`config.mk`:
```
export PLATFORM = sky130hd
export DESIGN_NAME = dcache_port_arbiter_flat
export DESIGN_NICKNAME = d
export VERILOG_FILES = /design/src/rtl/dcache_arb_pkg.sv /design/src/rtl/dcache_port_arbiter_if.sv /design/src/rtl/dcache_arb_id_fifo.sv /design/src/rtl/dcache_port_arbiter.sv /design/src/flat_wrapper.sv
export SDC_FILE = /design/constraint.sdc
export NUM_CORES = 1
export LEC_CHECK = 0
export BUFFER_PORTS_ARGS = -buffer_cell sky130_fd_sc_hd__buf_2
export CAP_MARGIN = 20
export CORE_AREA = 2 2 267 269
export DETAILED_ROUTE_END_ITERATION = 16
export DIE_AREA = 0 0 269 271
export GPL_ROUTABILITY_DRIVEN = 0
export GPL_TIMING_DRIVEN = 0
export SLEW_MARGIN = 20
export SYNTH_ARGS = -nofsm -noshare
export SYNTH_HDL_FRONTEND = slang
export SYNTH_SLANG_ARGS = --single-unit
```
`constraint.sdc`:
```
create_clock -name clk_i -period 2.6 [get_ports clk_i]
set_input_delay 0 -clock clk_i [delete_from_list [all_inputs] [get_ports clk_i]]
set_output_delay 0 -clock clk_i [all_outputs]
set_load 0.05 [all_outputs]
```
`src/rtl/dcache_arb_pkg.sv`:
```
// Shared types and constants for the data-cache port arbiter.
// Port indices name the fixed requester roles in the core.
package dcache_arb_pkg;

    localparam int NR_PORTS_DEF = 3;
    localparam int PORT_IDX_W   = $clog2(NR_PORTS_DEF);

    typedef logic [PORT_IDX_W-1:0] port_idx_t;

    localparam port_idx_t PORT_PTW  = port_idx_t'(0);
    localparam port_idx_t PORT_LOAD = port_idx_t'(1);
    localparam port_idx_t PORT_VLSU = port_idx_t'(2);

    // (base + off) modulo n, with base < n and off < n
    function automatic int rr_wrap(input int base, input int off, input int n);
        int s;
        s = base + off;
        return (s >= n) ? (s - n) : s;
    endfunction

endpackage

```
`src/rtl/dcache_port_arbiter_if.sv`:
```
// Bundle of the requester-side, memory-side and response signals of the
// dcache port arbiter. The slave modport is the arbiter's view; the master
// modport is the view of the surrounding requesters and cache.
interface dcache_port_arbiter_if #(
    parameter int NrPorts   = 3,
    parameter int AddrWidth = 64,
    parameter int DataWidth = 64
);
    logic [NrPorts-1:0]             req_valid_i;
    logic [NrPorts*AddrWidth-1:0]   req_addr_i;
    logic [NrPorts-1:0]             req_we_i;
    logic [NrPorts*DataWidth/8-1:0] req_be_i;
    logic [NrPorts*DataWidth-1:0]   req_wdata_i;
    logic [NrPorts-1:0]             req_gnt_o;

    logic                           mem_req_o;
    logic [AddrWidth-1:0]           mem_addr_o;
    logic                           mem_we_o;
    logic [DataWidth/8-1:0]         mem_be_o;
    logic [DataWidth-1:0]           mem_wdata_o;
    logic                           mem_gnt_i;
    logic                           mem_rvalid_i;
    logic [DataWidth-1:0]           mem_rdata_i;

    logic [NrPorts-1:0]             rsp_valid_o;
    logic [DataWidth-1:0]           rsp_rdata_o;
    logic                           orphan_rsp_o;

    modport slave (
        input  req_valid_i, req_addr_i, req_we_i, req_be_i, req_wdata_i,
        output req_gnt_o,
        output mem_req_o, mem_addr_o, mem_we_o, mem_be_o, mem_wdata_o,
        input  mem_gnt_i, mem_rvalid_i, mem_rdata_i,
        output rsp_valid_o, rsp_rdata_o, orphan_rsp_o
    );

    modport master (
        output req_valid_i, req_addr_i, req_we_i, req_be_i, req_wdata_i,
        input  req_gnt_o,
        input  mem_req_o, mem_addr_o, mem_we_o, mem_be_o, mem_wdata_o,
        output mem_gnt_i, mem_rvalid_i, mem_rdata_i,
        input  rsp_valid_o, rsp_rdata_o, orphan_rsp_o
    );

endinterface

```
`src/rtl/dcache_arb_id_fifo.sv`:
```
// In-order FIFO of requester indices for reads still waiting on a response.
// A push into a full FIFO is accepted when a pop happens in the same cycle.
module dcache_arb_id_fifo
    import dcache_arb_pkg::*;
#(
    parameter int  Depth   = 2,
    parameter type entry_t = port_idx_t
) (
    input  logic   clk_i,
    input  logic   rst_i,
    input  logic   push_i,
    input  entry_t data_i,
    input  logic   pop_i,
    output logic   full_o,
    output logic   empty_o,
    output entry_t head_o
);
    localparam int PtrW = (Depth > 1) ? $clog2(Depth) : 1;
    localparam int CntW = $clog2(Depth + 1);

    entry_t          r_mem [Depth];
    logic [PtrW-1:0] r_rptr;
    logic [PtrW-1:0] r_wptr;
    logic [CntW-1:0] r_cnt;
    logic            w_pop;
    logic            w_push;

    assign full_o  = (r_cnt == CntW'(Depth));
    assign empty_o = (r_cnt == '0);
    assign head_o  = r_mem[r_rptr];
    assign w_pop   = pop_i & ~empty_o;
    assign w_push  = push_i & (~full_o | w_pop);

    // Storage: entries need no reset, the count decides which are live.
    always_ff @(posedge clk_i) begin
        if (w_push) begin
            r_mem[r_wptr] <= data_i;
        end
    end

    // Pointers and occupancy count, wrapping at Depth.
    always_ff @(posedge clk_i) begin
        if (rst_i) begin
            r_rptr <= '0;
            r_wptr <= '0;
            r_cnt  <= '0;
        end else begin
            if (w_push) begin
                r_wptr <= (r_wptr == PtrW'(Depth - 1)) ? '0 : r_wptr + 1'b1;
            end
            if (w_pop) begin
                r_rptr <= (r_rptr == PtrW'(Depth - 1)) ? '0 : r_rptr + 1'b1;
            end
            case ({w_push, w_pop})
                2'b10:   r_cnt <= r_cnt + 1'b1;
                2'b01:   r_cnt <= r_cnt - 1'b1;
                default: r_cnt <= r_cnt;
            endcase
        end
    end

endmodule

```
`src/rtl/dcache_port_arbiter.sv`:
```
// Round-robin arbiter sharing one write-through dcache port between the
// PTW, the load unit and the vector load/store unit. Granted reads are
// remembered in issue order so responses can be steered back to their
// requester; a response with nothing outstanding is flagged and dropped.
// Optional: define DCACHE_PORT_ARBITER_PERF_EN to add conflict_cnt_o, a
// saturating count of cycles where several ports contend and one loses.
module dcache_port_arbiter
    import dcache_arb_pkg::*;
#(
    parameter int NrPorts        = 3,
    parameter int AddrWidth      = 64,
    parameter int DataWidth      = 64,
    parameter int MaxOutstanding = 2
) (
    input  logic                  clk_i,
    input  logic                  rst_i,
    dcache_port_arbiter_if.slave  bus
`ifdef DCACHE_PORT_ARBITER_PERF_EN
    ,
    output logic [31:0]           conflict_cnt_o
`endif
);
    localparam int IdxW = $clog2(NrPorts);
    localparam int BeW  = DataWidth / 8;

    typedef logic [IdxW-1:0] idx_t;

    idx_t                 r_rr;
    idx_t                 w_win;
    logic                 w_any;
    logic                 w_we;
    logic                 w_xfer;
    logic                 w_push;
    logic                 w_pop;
    logic                 w_full;
    logic                 w_empty;
    idx_t                 w_head;

    // Winner: first valid port at or after the round-robin pointer.
    always_comb begin
        w_any = 1'b0;
        w_win = '0;
        for (int k = 0; k < NrPorts; k++) begin
            if (!w_any && bus.req_valid_i[rr_wrap(int'(r_rr), k, NrPorts)]) begin
                w_any = 1'b1;
                w_win = idx_t'(rr_wrap(int'(r_rr), k, NrPorts));
            end
        end
    end

    // Downstream fields mirror the winner; all zero when nobody is valid.
    always_comb begin
        bus.mem_addr_o  = '0;
        bus.mem_we_o    = 1'b0;
        bus.mem_be_o    = '0;
        bus.mem_wdata_o = '0;
        if (w_any) begin
            bus.mem_addr_o  = bus.req_addr_i[int'(w_win)*AddrWidth +: AddrWidth];
            bus.mem_we_o    = bus.req_we_i[w_win];
            bus.mem_be_o    = bus.req_be_i[int'(w_win)*BeW +: BeW];
            bus.mem_wdata_o = bus.req_wdata_i[int'(w_win)*DataWidth +: DataWidth];
        end
    end

    assign w_we = bus.mem_we_o;

    // Reads wait for a free ID slot; a same-cycle response frees one.
    // Writes produce no response and so never wait on the FIFO.
    always_comb begin
        bus.mem_req_o = w_any & (w_we | ~w_full | bus.mem_rvalid_i);
        w_xfer        = bus.mem_req_o & bus.mem_gnt_i;
        w_push        = w_xfer & ~w_we;
        w_pop         = bus.mem_rvalid_i & ~w_empty;
        bus.req_gnt_o = '0;
        if (w_xfer) begin
            bus.req_gnt_o[w_win] = 1'b1;
        end
    end

    // Response steering to the oldest outstanding reader.
    always_comb begin
        bus.rsp_valid_o  = '0;
        bus.rsp_rdata_o  = '0;
        bus.orphan_rsp_o = bus.mem_rvalid_i & w_empty;
        if (w_pop) begin
            bus.rsp_valid_o[w_head] = 1'b1;
            bus.rsp_rdata_o         = bus.mem_rdata_i;
        end
    end

    // Pointer advances past a granted winner; an ungranted winner keeps it.
    always_ff @(posedge clk_i) begin
        if (rst_i) begin
            r_rr <= '0;
        end else if (w_xfer) begin
            r_rr <= (int'(w_win) == NrPorts - 1) ? '0 : w_win + 1'b1;
        end
    end

    dcache_arb_id_fifo #(
        .Depth   (MaxOutstanding),
        .entry_t (idx_t)
    ) u_id_fifo (
        .clk_i   (clk_i),
        .rst_i   (rst_i),
        .push_i  (w_push),
        .data_i  (w_win),
        .pop_i   (w_pop),
        .full_o  (w_full),
        .empty_o (w_empty),
        .head_o  (w_head)
    );

`ifdef DCACHE_PORT_ARBITER_PERF_EN
    logic [31:0] r_conflict;
    logic        w_conflict;

    assign w_conflict = ($countones(bus.req_valid_i) >= 2) &&
                        ((bus.req_valid_i & ~bus.req_gnt_o) != '0);
    assign conflict_cnt_o = r_conflict;

    // Saturating contention counter.
    always_ff @(posedge clk_i) begin
        if (rst_i) begin
            r_conflict <= '0;
        end else if (w_conflict && (r_conflict != '1)) begin
            r_conflict <= r_conflict + 32'd1;
        end
    end
`endif

    a_no_overflow : assert property (@(posedge clk_i) disable iff (rst_i)
        !(w_push && w_full && !w_pop));

    a_gnt_onehot : assert property (@(posedge clk_i) $onehot0(bus.req_gnt_o));

    for (genvar p = 0; p < NrPorts; p++) begin : g_stable
        a_req_stable : assert property (@(posedge clk_i)
            (!rst_i && bus.req_valid_i[p] && !bus.req_gnt_o[p]) |=>
            (rst_i || (bus.req_valid_i[p] &&
                       $stable(bus.req_addr_i[p*AddrWidth +: AddrWidth]) &&
                       $stable(bus.req_we_i[p]) &&
                       $stable(bus.req_be_i[p*BeW +: BeW]) &&
                       $stable(bus.req_wdata_i[p*DataWidth +: DataWidth]))));
    end

endmodule

```
`src/flat_wrapper.sv`:
```
// flat-port wrapper written by rule: the top's interface ports become plain ports
module dcache_port_arbiter_flat import dcache_arb_pkg::*;
#(
    parameter int NrPorts        = 3,
    parameter int AddrWidth      = 64,
    parameter int DataWidth      = 64,
    parameter int MaxOutstanding = 2
)
  (clk_i, rst_i, bus_req_valid_i, bus_req_addr_i, bus_req_we_i, bus_req_be_i, bus_req_wdata_i, bus_req_gnt_o, bus_mem_req_o, bus_mem_addr_o, bus_mem_we_o, bus_mem_be_o, bus_mem_wdata_o, bus_mem_gnt_i, bus_mem_rvalid_i, bus_mem_rdata_i, bus_rsp_valid_o, bus_rsp_rdata_o, bus_orphan_rsp_o);
  dcache_port_arbiter_if #(.NrPorts(NrPorts), .AddrWidth(AddrWidth), .DataWidth(DataWidth)) bus_i ();
  input  logic clk_i;
  input  logic rst_i;
  input wire logic [$bits(bus_i.req_valid_i)-1:0] bus_req_valid_i;
  input wire logic [$bits(bus_i.req_addr_i)-1:0] bus_req_addr_i;
  input wire logic [$bits(bus_i.req_we_i)-1:0] bus_req_we_i;
  input wire logic [$bits(bus_i.req_be_i)-1:0] bus_req_be_i;
  input wire logic [$bits(bus_i.req_wdata_i)-1:0] bus_req_wdata_i;
  output wire logic [$bits(bus_i.req_gnt_o)-1:0] bus_req_gnt_o;
  output wire logic [$bits(bus_i.mem_req_o)-1:0] bus_mem_req_o;
  output wire logic [$bits(bus_i.mem_addr_o)-1:0] bus_mem_addr_o;
  output wire logic [$bits(bus_i.mem_we_o)-1:0] bus_mem_we_o;
  output wire logic [$bits(bus_i.mem_be_o)-1:0] bus_mem_be_o;
  output wire logic [$bits(bus_i.mem_wdata_o)-1:0] bus_mem_wdata_o;
  input wire logic [$bits(bus_i.mem_gnt_i)-1:0] bus_mem_gnt_i;
  input wire logic [$bits(bus_i.mem_rvalid_i)-1:0] bus_mem_rvalid_i;
  input wire logic [$bits(bus_i.mem_rdata_i)-1:0] bus_mem_rdata_i;
  output wire logic [$bits(bus_i.rsp_valid_o)-1:0] bus_rsp_valid_o;
  output wire logic [$bits(bus_i.rsp_rdata_o)-1:0] bus_rsp_rdata_o;
  output wire logic [$bits(bus_i.orphan_rsp_o)-1:0] bus_orphan_rsp_o;
  assign bus_i.req_valid_i = bus_req_valid_i;
  assign bus_i.req_addr_i = bus_req_addr_i;
  assign bus_i.req_we_i = bus_req_we_i;
  assign bus_i.req_be_i = bus_req_be_i;
  assign bus_i.req_wdata_i = bus_req_wdata_i;
  assign bus_req_gnt_o = bus_i.req_gnt_o;
  assign bus_mem_req_o = bus_i.mem_req_o;
  assign bus_mem_addr_o = bus_i.mem_addr_o;
  assign bus_mem_we_o = bus_i.mem_we_o;
  assign bus_mem_be_o = bus_i.mem_be_o;
  assign bus_mem_wdata_o = bus_i.mem_wdata_o;
  assign bus_i.mem_gnt_i = bus_mem_gnt_i;
  assign bus_i.mem_rvalid_i = bus_mem_rvalid_i;
  assign bus_i.mem_rdata_i = bus_mem_rdata_i;
  assign bus_rsp_valid_o = bus_i.rsp_valid_o;
  assign bus_rsp_rdata_o = bus_i.rsp_rdata_o;
  assign bus_orphan_rsp_o = bus_i.orphan_rsp_o;
  dcache_port_arbiter #(.NrPorts(NrPorts), .AddrWidth(AddrWidth), .DataWidth(DataWidth), .MaxOutstanding(MaxOutstanding)) u_core (.clk_i(clk_i), .rst_i(rst_i), .bus(bus_i));
endmodule
```
### Word level (Yosys, flattened, before mapping)

Memory sizes are Yosys's and may differ from the RTL's. A register that Yosys moved wholly into a read port is not among the register bits.
Index checks and enable logic that the tools add are counted.

* memories: 1
* bits in latches: 0
* register bits: 6
* input bits: 482
* RAM bits: 4
* ROM bits: 0
* output and inout bits: 209
* logic and storage cells: 92

* multipliers: 0
* div/mod/pow operators: 0
* magnitude comparators: 10
* equality and inequality tests: 4
* mux-type cells: 39
* bitwise logic cells: 13
* add/sub/neg operators: 10
* shifts and indexed selects: 3
* reduce and logical (&&, ||, !) cells: 8

Memories
* u_core.u_id_fifo.r_mem: words 2, width 2, read ports 1, clocked after Yosys merged registers in 1, wr ports 1, line dcache_arb_id_fifo.sv:21 `entry_t r_mem [Depth];`

Operators by type and width (count)
* $shiftx A192 B9 Y64: 2
* $mux W64: 3
* $lt A32 B4 Y1 const B: 3
* $mux W32: 3
* $ge A32 B3 Y1 const B: 2
* $sub A32 B3 Y32 const B: 2
* $shiftx A24 B6 Y8: 1
* $mux W1: 19
* $bmux W1 S2: 4
* $mux W2: 4
* $mux W8: 1
* $and A1 B1 Y1: 7
* $eq A2 B2 Y1 const B: 3
* $lt A2 B3 Y1 const B: 2
* $mux W3: 2
* $add A2 B1 Y2 const B: 2
* $demux W1 S2: 2
* $ge A2 B1 Y1 const B: 2
* $logic_and A1 B1 Y1: 4
* $pmux W2 S2: 1
* $add A2 B1 Y3 const B: 1
* $add A2 B2 Y3 const B: 1
* $not A1 Y1: 3
* $or A1 B1 Y1: 3
* 8 further kinds: 10

### Longest topological paths before layout

* depth after elaboration: 23
* gate-level depth with buffers: 14

### Hierarchy

Synthesis repeated with hierarchy kept, for this count alone.

* cell total of the unflattened synthesis: 644
* area total of the unflattened synthesis: 4722.0 um2

By module, submodules not included
* dcache_port_arbiter: area each 4352.9 um2, cells each 612, instances 1, seq. area each 40.0 um2
* dcache_arb_id_fifo: area each 369.1 um2, cells each 32, instances 1, seq. area each 220.2 um2

### Worst setup path before layout

OpenSTA, ideal clock, no wires.

* kind: reg2out
* start: register u_core.r_rr[0]
* end: output bus_mem_wdata_o[62]
* buffers on the path: 4
* cell stages (with the launch flop): 13
* setup slack: -636 ps
* arrival: 3236 ps
* cells stage by stage: dfxtp_1 inv_1 ha_1 buf_2 nand3b_1 o21ai_0 o221ai_1 and2_1 buf_2 buf_2 buf_2 nor2_1 a211oi_1

* word-level cells in the longest chain between the ends: 14
* elaborated cells on any way between the ends: 32

Ends and longest elaborated chain
* from (decl): line dcache_port_arbiter.sv:28 `idx_t r_rr;`
* from (signal assigned): line dcache_port_arbiter.sv:96 `r_rr <= (int'(w_win) == NrPorts - 1) ? '0 : w_win + 1'b1;`
* parallel branches: the longest is 13 deep, another holds $sub A32 B3 Y32
* $mux W64 (*): line dcache_port_arbiter.sv:57 `if (w_any) begin`
* to (decl): line flat_wrapper.sv:23 `output wire logic [$bits(bus_i.mem_wdata_o)-1:0] bus_mem_wdata_o;`

Every way passes the cells marked *. The select of a mux whose other input is x is not followed.

### Worst setup path after layout

* start: register u_core.r_rr[1]
* end: output bus_mem_addr_o[41]

* word-level cells in the longest chain between the ends: 14
* elaborated cells on any way between the ends: 32

Ends and longest elaborated chain
* parallel branches: the longest is 13 deep, another holds $sub A32 B3 Y32
* $mux W64 (*): line dcache_port_arbiter.sv:57
* to (decl): line flat_wrapper.sv:20 `output wire logic [$bits(bus_i.mem_addr_o)-1:0] bus_mem_addr_o;`

Marks and branches as above.

==> out/summary.txt <==
CTS tree = built
Cell Area, Placed = 10200 sq um
Dominant cells by area after synthesis = mux2i_1 31%, a211oi_1 23%, nor2_1 13%
Pre-CTS WS = -1.11 ns
Total congestion overflow = 0
Post-synth top area cell = mux2i_1
Final Cycle Share = 113%
Detailed-route wire length = 48000 microns
Worst EP arrival = 2.94 ns
Post-layout instance area = 13900 sq um
Syn. warnings = 0
H-Tree Depth = 1
Final setup viols = 145
Largest delay share family, worst path = multiplexers
Vias/cell = 3.58
Synthesized area per cell = 7.06 sq um
Clk_lat worst skew = 0.23 ns
Drt first pass iters = 5
Core Area = 69800 sq um
Critical Path End Type = output pin
HPWL Detailed = 34800 microns
Max cap viols = 0
FP Rows = 97
CP Buf/Inv Count = 5
Final hold viol count = 0
Initial drt markers = 430
CP Launch Type = register
Final Max Slew Viols = 0
Die height = 271 microns
Die area = 72900 sq um
Slew headroom = 60.2%
Hold_buf cts = 0
Post-synth top area share = 30.9%
PwrDens = 1830 nW/um^2
Die W = 269 microns
Initial Util = 6.50%
Max FO, Critical Path = 10
Worst Path Class, Setup = register to output pin
Met3 usage = 1.55%
RSZ-0062 raised after global routing = yes
Slew of the pin with the lowest slew margin = 0.597 ns
Failing checks = setup timing
Met1 Use GR = 14.3%
# IOs = 691
Clock Sinks = 11
GR peak layer = met2
Wire per inst = 20.4 microns
Fmax = 340 MHz
Worst Hold Class = primary input to register
CTS Buffer Depth = 2
Global Route Usage Sum = 11.0%
Vias = 8426
DRC violations left = 0
Synth unique cells = 42
GRT met2 Usage = 17.9%
Final Net Count = 1896
CP dominant cell by count = mux2i_4
Post-Syn Instances = 642
Slowest-stage cell, CP = a211oi_4
Layout cells sized above 1 = 76.6%
Worst Clk Skew = 0.00159 ns
Post-synthesis sequential area ratio = 5.74%
LEAKAGE = 6.60 nW
Setup WS post-layout = -0.338 ns
Final Total Pwr = 25.4 mW
Core Util, Final = 19.9%
Post-synthesis cell area = 4530 sq um
Status = complete, but fails checks
Worst vdd ir = 1.18 mV
Syn Nets = 1129
Antenna-violating nets left = 0
Critical path cell sequence = inv_2, ha_4, mux2i_4, mux2_4, mux2i_4, buf_12, buf_16, buf_8, mux2i_1, a211oi_4, buf_6
Largest net degree at the start of global routing = 12
First-pass GRT wire length = 57800 microns
Root Buffer = clkbuf_16
CP required = 2.60 ns
CTS buffer count = 3
Clock period minus worst slack = 2.94 ns
Delay of the slowest critical-path stage = 0.37 ns
Clk pin slew, worst setup/hold paths = 0.04 ns
Vias in the first global route = 8351
Antenna violations before repair = 11
Area delta synth->final = 206%
Yosys reg bits = 11
Port-buffer cells = 689
## Yosys cell counts
| master | number |
|---|---|
| a21oi_1 | 3 |
| o21ai_0 | 6 |
| inv_1 | 8 |
| a32oi_1 | 1 |
| xnor2_1 | 2 |
| nand2_1 | 3 |
| ha_1 | 5 |
| o21a_1 | 2 |
| clkbuf_1 | 35 |
| nor3_1 | 1 |
| nor2_1 | 156 |
| buf_1 | 5 |
| mux2i_1 | 140 |
| mux2i_4 | 1 |
| buf_2 | 19 |
| buf_4 | 13 |
| a21boi_0 | 1 |
| a21oi_2 | 1 |
| nor3b_1 | 1 |
| o41ai_2 | 2 |
| nand3b_1 | 3 |
| o221ai_1 | 1 |
| o41ai_1 | 1 |
| a211oi_1 | 136 |
| o311ai_4 | 1 |
| nand3b_2 | 1 |
| or3_1 | 1 |
| and2_1 | 65 |
| a211oi_2 | 1 |
| and3_1 | 2 |
| dfxtp_1 | 7 |
| and3b_1 | 1 |
| nor2b_1 | 2 |
| or3b_2 | 1 |
| nand4b_1 | 1 |
| or2_1 | 1 |
| mux2_4 | 3 |
| mux2_2 | 1 |
| o32a_1 | 1 |
| xor2_1 | 1 |
| nand2b_1 | 2 |
| edfxtp_1 | 4 |
## state kept, by name, summed over array words and instances (netlist names), named ones only
signal                   flops
u_core.u_id_fifo.r_rptr      1
u_core.u_id_fifo.r_wptr      1
u_core.r_rr                  2
u_core.u_id_fifo.r_cnt       2
u_core.u_id_fifo.r_mem       4
## power breakdown
part | internal, mW | switching (mW) | leakage [nW]
clock | 0.205 | 0.0697 | 0.0382
sequential | 0.258 | 0.0561 | 0.0959
combinational | 10.1 | 14.7 | 6.47
## per-layer routing
layer | part of all wire, % | wire, microns
met2 | 47 | 22300
met1 | 44 | 21000
met5 | 0.017 | 8
met3 | 5.8 | 2800
met4 | 4.0 | 1930
## area by class of cell
| cell class | instances | area, sq um |
|---|---|---|
| timing repair buffer | 765 | 5560 |
| inverter | 8 | 30.0 |
| sequential | 11 | 265 |
| antenna | 7 | 17.5 |
| clock buffer | 4 | 78.8 |
| tap | 940 | 1180 |
| fill | 7652 | 55900 |
| buffer | 69 | 1060 |
| multi-input combinational | 551 | 5710 |
## timing repair
action	in CTS	in global routing
pin swaps	53	81
buffers inserted	16	32
cloned	15	16
gates resized for setup	479	202
setup endpoints to repair	152	150
## layout by cell type (no fill, tap or decap), drive strengths merged
cell type / instances
o311ai: 1
nand4b: 1
buf: 786
xor2: 1
mux2: 4
ha: 5
nor3b: 1
or3: 1
or2: 1
or3b: 1
nand3b: 4
a32oi: 1
a211oi: 137
edfxtp: 4
inv: 8
o221ai: 1
o21ai: 6
and2: 65
mux2i: 141
o21a: 2
xnor2: 2
o41ai: 3
diode: 7
nor2b: 2
nand2: 3
and3b: 1
clkbuf: 52
nor3: 1
nand2b: 2
a21oi: 4
nor2: 156
a21boi: 1
o32a: 1
and3: 2
dfxtp: 7
## metrics by stage
step / hold slack (ns) / setup TNS, ns / instances
2_1_floorplan: 0.244 / -29.69 / 642
3_3_place_gp: 0.398 / -163.03 / 2271
3_5_place_dp: 0.409 / -123.52 / 2271
4_1_cts: 0.174 / -26.53 / 2306
5_1_grt: 0.244 / -39.97 / 2354
6_report: 0.219 / -26.59 / 2355
## kinds of logic (layout without fill, tap and decap cells)
| kind of cell | count (synthesis) | after routing | share of synthesized area, % |
|---|---|---|---|
| compound gates | 157 | 157 | 26.6 |
| xor+xnor | 3 | 3 | 0.580 |
| fa+ha+maj | 5 | 5 | 1.38 |
| buf+inv | 80 | 846 | 8.23 |
| flops | 11 | 11 | 5.74 |
| mux | 145 | 145 | 32.7 |
| other cells | 0 | 7 | 0 |
| simple gates | 241 | 241 | 24.8 |
## final timing paths
kind                            from                         to  slack (ns)  cells after the start
max                   u_core.r_rr[1]         bus_mem_addr_o[41]       -0.34                     11
min                            rst_i                   register        0.22                      2
max reg2reg           u_core.r_rr[1]  u_core.u_id_fifo.r_cnt[1]       -0.30                     12
min reg2reg  u_core.u_id_fifo.r_rptr                   register        0.51                      2
No activity file was read; power rests on OpenSTA's default activity.
